### src/rtl/fetch_queue.sv
// fetch_queue: in-order instruction FIFO that decouples the fetch stage from the issue stage
// Ports:
//   clk                                  rising-edge clock
//   reset                                asynchronous, active-low reset
//   flush                                synchronous mispredict flush; empties the queue in one cycle
//   enq_valid/enq_ready                  fetch-side handshake
//   enq_pc/enq_instr/enq_pred_taken      offered entry
//   deq_valid/deq_ready                  issue-side handshake
//   deq_pc/deq_instr/deq_pred_taken      head entry, zero while deq_valid is low
//   count                                current occupancy
// Build option: FETCH_QUEUE_BYPASS_EN forwards an offered entry straight to deq_* while empty.
module fetch_queue #(
    parameter int DEPTH   = 8,
    parameter int PC_W    = 32,
    parameter int INSTR_W = 32
) (
    input  logic                       clk,
    input  logic                       reset,
    input  logic                       flush,
    input  logic                       enq_valid,
    output logic                       enq_ready,
    input  logic [PC_W-1:0]            enq_pc,
    input  logic [INSTR_W-1:0]         enq_instr,
    input  logic                       enq_pred_taken,
    output logic                       deq_valid,
    input  logic                       deq_ready,
    output logic [PC_W-1:0]            deq_pc,
    output logic [INSTR_W-1:0]         deq_instr,
    output logic                       deq_pred_taken,
    output logic [$clog2(DEPTH+1)-1:0] count
);
    localparam int IW = $clog2(DEPTH);
    localparam int CW = $clog2(DEPTH + 1);

    logic [PC_W-1:0]    mem_pc    [DEPTH];
    logic [INSTR_W-1:0] mem_instr [DEPTH];
    logic               mem_pt    [DEPTH];
    logic [IW:0]        wptr, rptr;
    logic               empty, full, do_enq, do_deq, wr, rd;

    assign empty     = wptr == rptr;
    assign full      = (wptr[IW-1:0] == rptr[IW-1:0]) && (wptr[IW] != rptr[IW]);
    assign enq_ready = ~full & ~flush;
    assign do_enq    = enq_valid & enq_ready;
    assign do_deq    = deq_valid & deq_ready;
    assign count     = CW'(wptr - rptr);

`ifdef FETCH_QUEUE_BYPASS_EN
    // While empty the offered entry is the head; if issue takes it, it never touches the array.
    assign deq_valid = ~flush & (~empty | enq_valid);
    assign wr        = do_enq & ~(empty & do_deq);
    assign rd        = do_deq & ~empty;
    always_comb begin
        deq_pc         = ~deq_valid ? '0 : empty ? enq_pc         : mem_pc[rptr[IW-1:0]];
        deq_instr      = ~deq_valid ? '0 : empty ? enq_instr      : mem_instr[rptr[IW-1:0]];
        deq_pred_taken = ~deq_valid ? '0 : empty ? enq_pred_taken : mem_pt[rptr[IW-1:0]];
    end
`else
    assign deq_valid = ~empty & ~flush;
    assign wr        = do_enq;
    assign rd        = do_deq;
    always_comb begin
        deq_pc         = deq_valid ? mem_pc[rptr[IW-1:0]]    : '0;
        deq_instr      = deq_valid ? mem_instr[rptr[IW-1:0]] : '0;
        deq_pred_taken = deq_valid ? mem_pt[rptr[IW-1:0]]    : 1'b0;
    end
`endif

    // The wrap bit falls out of the natural carry since DEPTH is a power of 2.
    always_ff @(posedge clk or negedge reset) begin
        if (!reset) begin
            wptr <= '0;
            rptr <= '0;
        end else if (flush) begin
            wptr <= '0;
            rptr <= '0;
        end else begin
            wptr <= wptr + (IW+1)'(wr);
            rptr <= rptr + (IW+1)'(rd);
        end
    end

    always_ff @(posedge clk) begin
        if (wr) begin
            mem_pc[wptr[IW-1:0]]    <= enq_pc;
            mem_instr[wptr[IW-1:0]] <= enq_instr;
            mem_pt[wptr[IW-1:0]]    <= enq_pred_taken;
        end
    end
endmodule
### config.mk
export PLATFORM = sky130hd
export DESIGN_NAME = fetch_queue
export DESIGN_NICKNAME = d
export VERILOG_FILES = /design/src/rtl/fetch_queue.sv
export SDC_FILE = /design/constraint.sdc
export NUM_CORES = 1
export LEC_CHECK = 0
export CAP_MARGIN = 25
export CORE_MARGIN = 1
export CORE_UTILIZATION = 53
export DETAILED_ROUTE_END_ITERATION = 16
export PLACE_DENSITY_LB_ADDON = 0.15
export SYNTH_ARGS = -nofsm -noshare
export SYNTH_HDL_FRONTEND = slang
export SYNTH_SLANG_ARGS = --single-unit
### constraint.sdc
create_clock -name clk -period 8.2 [get_ports clk]
set_clock_uncertainty 0.05 [all_clocks]
set_input_delay 1.64 -clock clk [delete_from_list [all_inputs] [get_ports clk]]
set_output_delay 1.64 -clock clk [all_outputs]
set_load 0.05 [all_outputs]
Word-level counts from Yosys, hierarchy flattened. Memory sizes are Yosys's and may differ from the RTL's. Cells that the tools add are included.

Bits in registers: 8. Bits in writable memories: 520. Input port bits: 70. Output and inout bits: 71. Logic and storage cells: 26. Memories: 3.

Add/subtract/negate cells: 3. Eq/ne operators: 3. Mux-type cells: 7. Bitwise gates (word level): 7. Reduce and logical (&&, ||, !) cells: 1.

Memory list: mem_instr (depth 8, width 32, read ports 1, clocked after Yosys merged registers in 0, write ports 1, line 36) `logic [INSTR_W-1:0] mem_instr [DEPTH];`; mem_pc (depth 8, width 32, read ports 1, clocked after Yosys merged registers in 0, write ports 1, line 35) `logic [PC_W-1:0] mem_pc [DEPTH];`; mem_pt (depth 8, width 1, read ports 1, clocked after Yosys merged registers in 0, write ports 1, line 37) `logic mem_pt [DEPTH];`.

Operator list (count): $mux W32 (2); $add A4 B1 Y4 (2); $mux W4 (2); $and A1 B1 Y1 (4); $eq A4 B4 Y1 (1); $sub A4 B4 Y4 (1); $eq A3 B3 Y1 (1); $mux W1 (3); $not A1 Y1 (3); $logic_and A1 B1 Y1 (1); $ne A1 B1 Y1 (1).

Depth between registers and ports, before layout. Gate-level depths: netlist (run 1).

Word-level depth: 7. Depth in mapped cells: 11. Gate-level depth less buffers: 10.

Least setup slack after synthesis (run 1). Ideal clock, no wire load.

Kind: input -> register. Start: input flush. End: memory mem_instr[4][0], enable pin. Setup time: 0.672 ns. Data arrival time: 9.379 ns. Data required time: 7.478 ns. Slack: -1.901 ns. Stages: 4. Buffers on the path: 1. Cell sequence: clkbuf_1 > a21oi_2 > nand2_1 > nor4b_1.

Word-level cells in the longest chain between the ends: 5.

Ends and longest elaborated chain: from (decl) (line 19) `input logic flush,`; $not A1 Y1 (line 43) `assign enq_ready = ~full & ~flush;`; $and A1 B1 Y1 (line 43); via enq_ready (line 21) `output logic enq_ready,`; $and A1 B1 Y1 (line 44) `assign do_enq = enq_valid & enq_ready;`; $mux W1 (line 84) `if (wr) begin`; $mux W1 (not written as such) (line 86) `mem_instr[wptr[IW-1:0]] <= enq_instr;`; to (decl) (line 36).

The timed path passes the listed nets, and every way through them passes these cells.

Worst setup path in the final report (run 1).
Start: register rptr[0]. End: output deq_instr[6].

Word-level cells in the longest chain between the ends: 4. Elaborated cells between the ends (all ways): 5. Those cells by class: eq/ne: 1; mux: 1; bitwise: 2; memory: 1.

Ends and longest elaborated chain: from (decl) (line 38) `logic [IW:0] wptr, rptr;`; from (signal assigned) (line 79) `rptr <= rptr + (IW+1)'(rd);`; branches (longest 3 deep; another with $mem_v2 Z8 W32); $mux W32 * (line 64) `deq_instr = deq_valid ? mem_instr[rptr[IW-1:0]] : '0;`; to (decl) (line 28) `output logic [INSTR_W-1:0] deq_instr,`.

Every way passes the cells marked *.

==> reports/summary.txt, run 1 <==
Mapped Avg Cell Area: 18.7 um2
Flop pwr share: 0.532
Xor/xnor share of the synthesized area: 0.00339
Min cycle time layout: 6.23 ns
Power per cell area: 234 mW/mm2
Most frequent cells in the layout: edfxtp_1, mux2i_1, clkdlybuf4s50_1
Starting DRT DRC Count: 670
P_sw: 1180 uW
Area grow syn2layout: 17.0%
P_int: 4480 uW
DP Cell Count: 1713
Synth Register Bits: 528
EDFF count, synth: 520
Setup TNS: 0 ns
# IOs: 141
Crit Path Class: register to primary output
Yosys warns: 0
Num CTS Buffers: 51
Synth Net Count: 1181
Area of the mapped netlist: 0.0207 mm2
Ys flop type: edfxtp_1
Post-synthesis mux area share: 0.126
Switching fraction of total power: 0.209
Post-synth cell types: 26
Placer congestion estimate: 0.784
Unrepaired setup endpoints after global routing: false
CP Capture Type: primary output
Root Buffer: clkbuf_16
DRT Wirelength: 42.4 mm
Clock Path Buffers: 3
Die area: 0.0398 mm2
Nets: 1335
CP required: 6.51 ns
Period utilisation layout: 0.760
Clk_lat worst skew: 0.56 ns
CTS clk-pin slew, worst paths: 0.06 ns
Rows: 71
Crit path DAT: 4.54 ns
Peak supply drop: 0.145 mV
Crit path max fanout: 55
Hold_buf cts: 0
# setup viols final: 0
Cell Area, Placed: 0.0225 mm2
Startpoint class of the critical path: register
Initial antenna violation count: 3
Max_slew headroom: 0.297
CTS tree: built
Adder-cell share of the synthesized area: 0.00521
Post-DP HPWL: 21.7 mm
Async set-reset flop share out of synthesis: 0.0152
Cells after synthesis: 1103
Fraction of the mapped netlist area in simple logic gates: 0.0264
Synth Area in Compound Gates: 0.0487
Number of gates resized after cts: 0
Global-route wire length before repair: 62.4 mm
Area of the core: 0.0380 mm2
Die X-Extent: 199 um
Initial Util: 0.543
Postcts setup bufs: 0
GRT overflow: 0
Most area-consuming cells after synthesis: edfxtp_1, mux2i_1, a22oi_1, and3_1, buf_6
Fin. max-slew vios: 0
Port Buffer Count: 140
Largest net degree at the start of global routing: 127
Worst Tran Pin Value: 1.05 ns
WHS: 0.561 ns
H-tree levels: 2
Clk pwr share: 0.400
Sequential share of the synthesized area: 0.766
Cell taking the most area after synthesis: edfxtp_1
Vias/cell: 5.72
Final instance area: 0.0242 mm2
Hold WC Path Type: register to register
Max Freq: 160 MHz
Initial DRT Pass Iterations: 5
Final Non-Filler Cells: 1807
Vias in the first global route: 10233
WL/cell: 23.4 um
Top cell type's share of synthesized area: 0.756
Logic gate share of total power: 0.068
Clock sink count: 528
Pleak: 0.00756 uW
Post-layout util: 0.636
Post-route ant nets: 0
Layout cells sized above 1: 0.0889
Outcome: complete, no violations
Max-Cap Viols: 0
Drt drc: 0
Vias: 10331
Largest family of logic cells by synthesized area: multiplexers
Commonest non-fill, non-tap cell in the layout: edfxtp_1
Global Route Usage Sum: 0.216
Final Hold Viols: 0
Die Y: 199 um
## worst paths after layout
| check | to | startpoint | slack, ns | depth (start not counted) |
|---|---|---|---|---|
| max | deq_instr[6] | rptr[0] | 1.97 | 6 |
| min | rptr[3] | rptr[3] | 0.56 | 2 |
| max reg2reg | mem_pc[1][30] | rptr[0] | 4.40 | 7 |
| min reg2reg | rptr[3] | rptr[3] | 0.56 | 2 |
| max in group asynchronous | rptr[0] | reset | 6.50 | 1 |
| min in group asynchronous | rptr[1] | reset | 1.30 | 1 |
## kinds of logic after synthesis
kind of cell	count (synthesis)
xor+xnor	8
mux	260
fa+ha+maj	8
buf+inv	74
flops	528
simple gates	91
compound gates	134
## state kept, by name, indices dropped and copies added, names as in the netlist
signal,flops
rptr,4
mem_instr,256
mem_pc,256
wptr,4
mem_pt,8
## critical path, stage by stage (launching register included)
cell and delay, ns:
dfrtp_4 0.87, buf_4 0.76, buf_4 0.86, mux2i_1 0.16
a22oi_1 0.26, and3_1 0.19, clkdlybuf4s50_1 0.80
## Yosys cell counts (2+ instances only)
library cell,number
clkbuf_1,10
a21oi_2,2
nand2_1,3
and3_1,66
nor3_1,2
xnor2_1,5
edfxtp_1,520
and2_1,2
inv_1,7
dfrtp_1,8
buf_6,22
xor2_1,3
buf_2,24
nor2_1,7
nor2b_1,4
mux2i_1,260
nor4_1,4
a22oi_1,130
ha_1,7
buf_4,10
nor4b_1,2
## through the flow
stage / setup WS (ns) / power, uW
2_1_floorplan: -1.90 / 3320
3_3_place_gp: 2.00 / 3450
3_5_place_dp: 1.94 / 3450
4_1_cts: 1.91 / 5700
5_1_grt: 1.76 / 5830
6_report: 1.97 / 5660
## cell type report
type	instances	area [um2]
Sequential cell	528	15800
Fill cell	2707	13900
Multi-Input combinational cell	501	4410
Timing Repair Buffer	167	1640
Clock buffer	63	1360
Tap cell	511	639
Clock inverter	27	255
Inverter	8	30.0
Antenna cell	2	5.00
## power by group through the flow
stage,clock [uW],sequential [uW],combinational [uW]
2_1_floorplan,0,3060,253
3_3_place_gp,0,3070,383
3_5_place_dp,0,3070,388
4_1_cts,2300,3010,390
5_1_grt,2410,3010,410
6_report,2270,3010,386
## metal layers
| layer | up-vias | routed length [um] | global-route usage |
|---|---|---|---|
| met5 | - | 13 | 0 |
| li1 | 4757 | - | - |
| met1 | 5237 | 19700 | 0.320 |
| met2 | 283 | 19600 | 0.334 |
| met3 | 52 | 2350 | 0.0380 |
| met4 | 2 | 708 | 0.0543 |
No activity file was read; power rests on OpenSTA's default activity.
==> run 2: changes to the inputs <==
==> constraint.sdc (replaced) <==
create_clock -name clk -period 5.1 [get_ports clk]
set_clock_uncertainty 0.05 [all_clocks]
set_input_delay 1.02 -clock clk [delete_from_list [all_inputs] [get_ports clk]]
set_output_delay 1.02 -clock clk [all_outputs]
set_load 0.05 [all_outputs]
==> run 2 against run 1 <==
Net effect:
- critical path depth is 1 higher
- sequential share of layout area is 0.095 points higher
- routed wire length is 1.2% lower
- hold slack hardly changed
- clock power is 48% higher
- register-to-register slack worse by 2.9 ns
- total power is 56% higher
- die area stayed put
- first-iteration DRC count is 1.9% higher
- combinational power is 63% higher
- global-route usage is 0.10 points lower
- sequential power is 60% higher
- largest cell class unchanged
==> reports/summary.txt, run 2 (synthesis gave the netlist of run 1 again) <==
Final Hold Viols: 0 (unchanged)
Routed metal-1 wire length: 19.1 mm (was 19.7 mm)
Max_slew headroom: 0.346 (was 0.297)
Slowest CP cell: clkdlybuf4s50_1 (was dfrtp_4)
Buf/Inv on CP: 3 (unchanged)
Largest net degree at the start of global routing: 121 (was 127)
Die Y: 199 um (unchanged)
Post-layout util: 0.635 (was 0.636)
Peak supply drop: 0.265 mV (was 0.145 mV)
Startpoint class of the critical path: register (unchanged)
CP Launch Point: wptr[0] (was rptr[0])
P_int: 6940 uW (was 4480 uW)
Post-route ant nets: 0 (unchanged)
Rows: 71 (unchanged)
Setup TNS: 0 ns (unchanged)
Clk_lat worst skew: 0.56 ns (about the same)
CP endpoint: deq_pc[29] (was deq_instr[6])
Drt drc: 0 (unchanged)
Clock sink count: 528 (unchanged)
Clock Path Buffers: 3 (unchanged)
GRT overflow: 0 (unchanged)
Period utilisation layout: 0.928
Flop pwr share: 0.547 (was 0.532)
Num CTS Buffers: 51 (unchanged)
FF-to-FF Start: wptr[0] (was rptr[0])
Clk pwr share: 0.381 (was 0.400)
Initial antenna violation count: 3 (unchanged)
Max stage delay on crit path: 0.80 ns (was 0.87 ns)
Port Buffer Count: 140 (unchanged)
Global-route wire length before repair: 62.4 mm (about the same)
Starting DRT DRC Count: 683 (was 670)
Die area: 0.0398 mm2 (unchanged)
Initial Util: 0.543 (unchanged)
Post-Place Worst Slack: 0.717 ns (was 1.94 ns)
CP Capture Type: primary output (unchanged)
Worst-path cell chain: inv_1, ha_1, and3_1, a21oi_4, buf_4, and3_1, clkdlybuf4s50_1 (was buf_4, buf_4, mux2i_1, a22oi_1, and3_1, clkdlybuf4s50_1)
Placer congestion estimate: 0.745 (was 0.784)
Max-Cap Viols: 0 (unchanged)
P_sw: 1880 uW (was 1180 uW)
WL/cell: 23.2 um (was 23.4 um)
CTS tree: built (unchanged)
Pleak: 0.00753 uW (was 0.00756 uW)
Switching fraction of total power: 0.213 (was 0.209)
Worst Tran Pin Value: 0.982 ns (was 1.05 ns)
Area grow syn2layout: 16.8% (was 17.0%)
Commonest non-fill, non-tap cell in the layout: edfxtp_1 (unchanged)
Most frequent cells in the layout: edfxtp_1, mux2i_1, a22oi_1 (was edfxtp_1, mux2i_1, clkdlybuf4s50_1)
CP top delay family: buffers and inverters (unchanged)
Number of gates resized after cts: 0 (unchanged)
Vias/cell: 5.72 (about the same)
Postcts setup bufs: 0 (unchanged)
CTS clk-pin slew, worst paths: 0.06 ns (about the same)
# IOs: 141 (unchanged)
H-tree levels: 2 (unchanged)
Fin. max-slew vios: 0 (unchanged)
Layout cells sized above 1: 0.0891 (was 0.0889)
Logic gate share of total power: 0.071 (was 0.068)
Die X-Extent: 199 um (unchanged)
Area of the core: 0.0380 mm2 (unchanged)
Crit path max fanout: 35 (was 55)
Levels on crit path: 7 (was 6)
DRT Wirelength: 41.9 mm (was 42.4 mm)
Vias: 10310 (was 10331)
CP required: 4.03 ns (was 6.51 ns)
Crit path DAT: 3.66 ns (was 4.54 ns)
Cell Area, Placed: 0.0227 mm2 (was 0.0225 mm2)
Power per cell area: 366 mW/mm2 (was 234 mW/mm2)
Cell mode on critical path: and3_1 (was buf_4)
Min cycle time layout: 4.73 ns
Initial DRT Pass Iterations: 5 (unchanged)
# setup viols final: 0 (unchanged)
Crit Path Class: register to primary output (unchanged)
Nets: 1332 (was 1335)
Vias in the first global route: 10248 (was 10233)
Highest metal used: met5 (unchanged)
Max Freq: 211 MHz
Reg2reg path depth: 7 (unchanged)
Reg2reg end: mem_instr[6][12] (was mem_pc[1][30])
Global Route Usage Sum: 0.215 (was 0.216)
Outcome: complete, no violations (unchanged)
Hold WC Path Type: register to register (unchanged)
Root Buffer: clkbuf_16 (unchanged)
Unrepaired setup endpoints after global routing: false (unchanged)
Worst Slack Setup Final: 0.366 ns (was 1.97 ns)
Hold_buf cts: 0 (unchanged)
Post-DP HPWL: 21.1 mm (was 21.7 mm)
R2r setup slk: 1.50 ns (was 4.40 ns)
Final instance area: 0.0241 mm2 (was 0.0242 mm2)
Routed wl met3: 2.24 mm (was 2.35 mm)
Met2 wire len: 19.7 mm (was 19.6 mm)
-- run 2: tightest hold or removal path, delay by kind of cell (launching register included) --
family                    cells  cell delay [ns]
DFF                           1             0.40
xor gates and xnor gates      1             0.09
and+or+nand+nor               1             0.08
-- run 2: power groups by stage --
stage	clock network (uW)	logic [uW]	registers (uW)
after floorplan	0	408	4920
after global placement	0	626	4920
after detailed placement	0	635	4920
after CTS	3440	637	4830
after global routing	3610	671	4830
final	3370	631	4830
-- run 2: per-stage QoR --
stage                     hold slack (ns)  total power [uW]  cells
final                               0.561              8830   1802
after global routing                0.599              9110   1801
after CTS                           0.568              8910   1801
after detailed placement            0.552              5560   1712
after global placement              0.536              5550   1712
after floorplan                     0.511              5330   1103
-- run 2: worst min-delay path by stage --
stage	to	depth (start not counted)	startpoint	slack (ns)
floorplan	rptr[3]	2	rptr[3]	0.51
global placement	wptr[3]	2	wptr[3]	0.54
detailed placement	rptr[3]	2	rptr[3]	0.55
CTS	rptr[3]	2	rptr[3]	0.57
global route	rptr[3]	2	rptr[3]	0.60
finish	rptr[3]	2	rptr[3]	0.56
-- run 2: final cells by class --
type,instances,area (um2)
clock inverters,25,149
flip-flops and latches,528,15800
clock buffers,64,1330
diodes,1,2.50
multi-input cells,501,4480
inverters,8,30.0
fillers,2754,13900
well taps,511,639
repair buffers,164,1690
-- run 2: layer usage --
layer	up-vias	track usage
li1	4750	-
met4	4	0.0602
met5	-	0
met2	253	0.337
met1	5239	0.312
met3	64	0.0375
==> run 3: changes to the inputs <==
--- a/config.mk
+++ b/config.mk
@@ -10,6 +10,7 @@
 export CORE_UTILIZATION = 53
 export DETAILED_ROUTE_END_ITERATION = 16
 export PLACE_DENSITY_LB_ADDON = 0.15
+export SLEW_MARGIN = 20
 export SYNTH_ARGS = -nofsm -noshare
 export SYNTH_HDL_FRONTEND = slang
 export SYNTH_SLANG_ARGS = --single-unit
==> results of run 3 <==
Same layout as run 2: the final DEF is identical, and so are final timing and power.
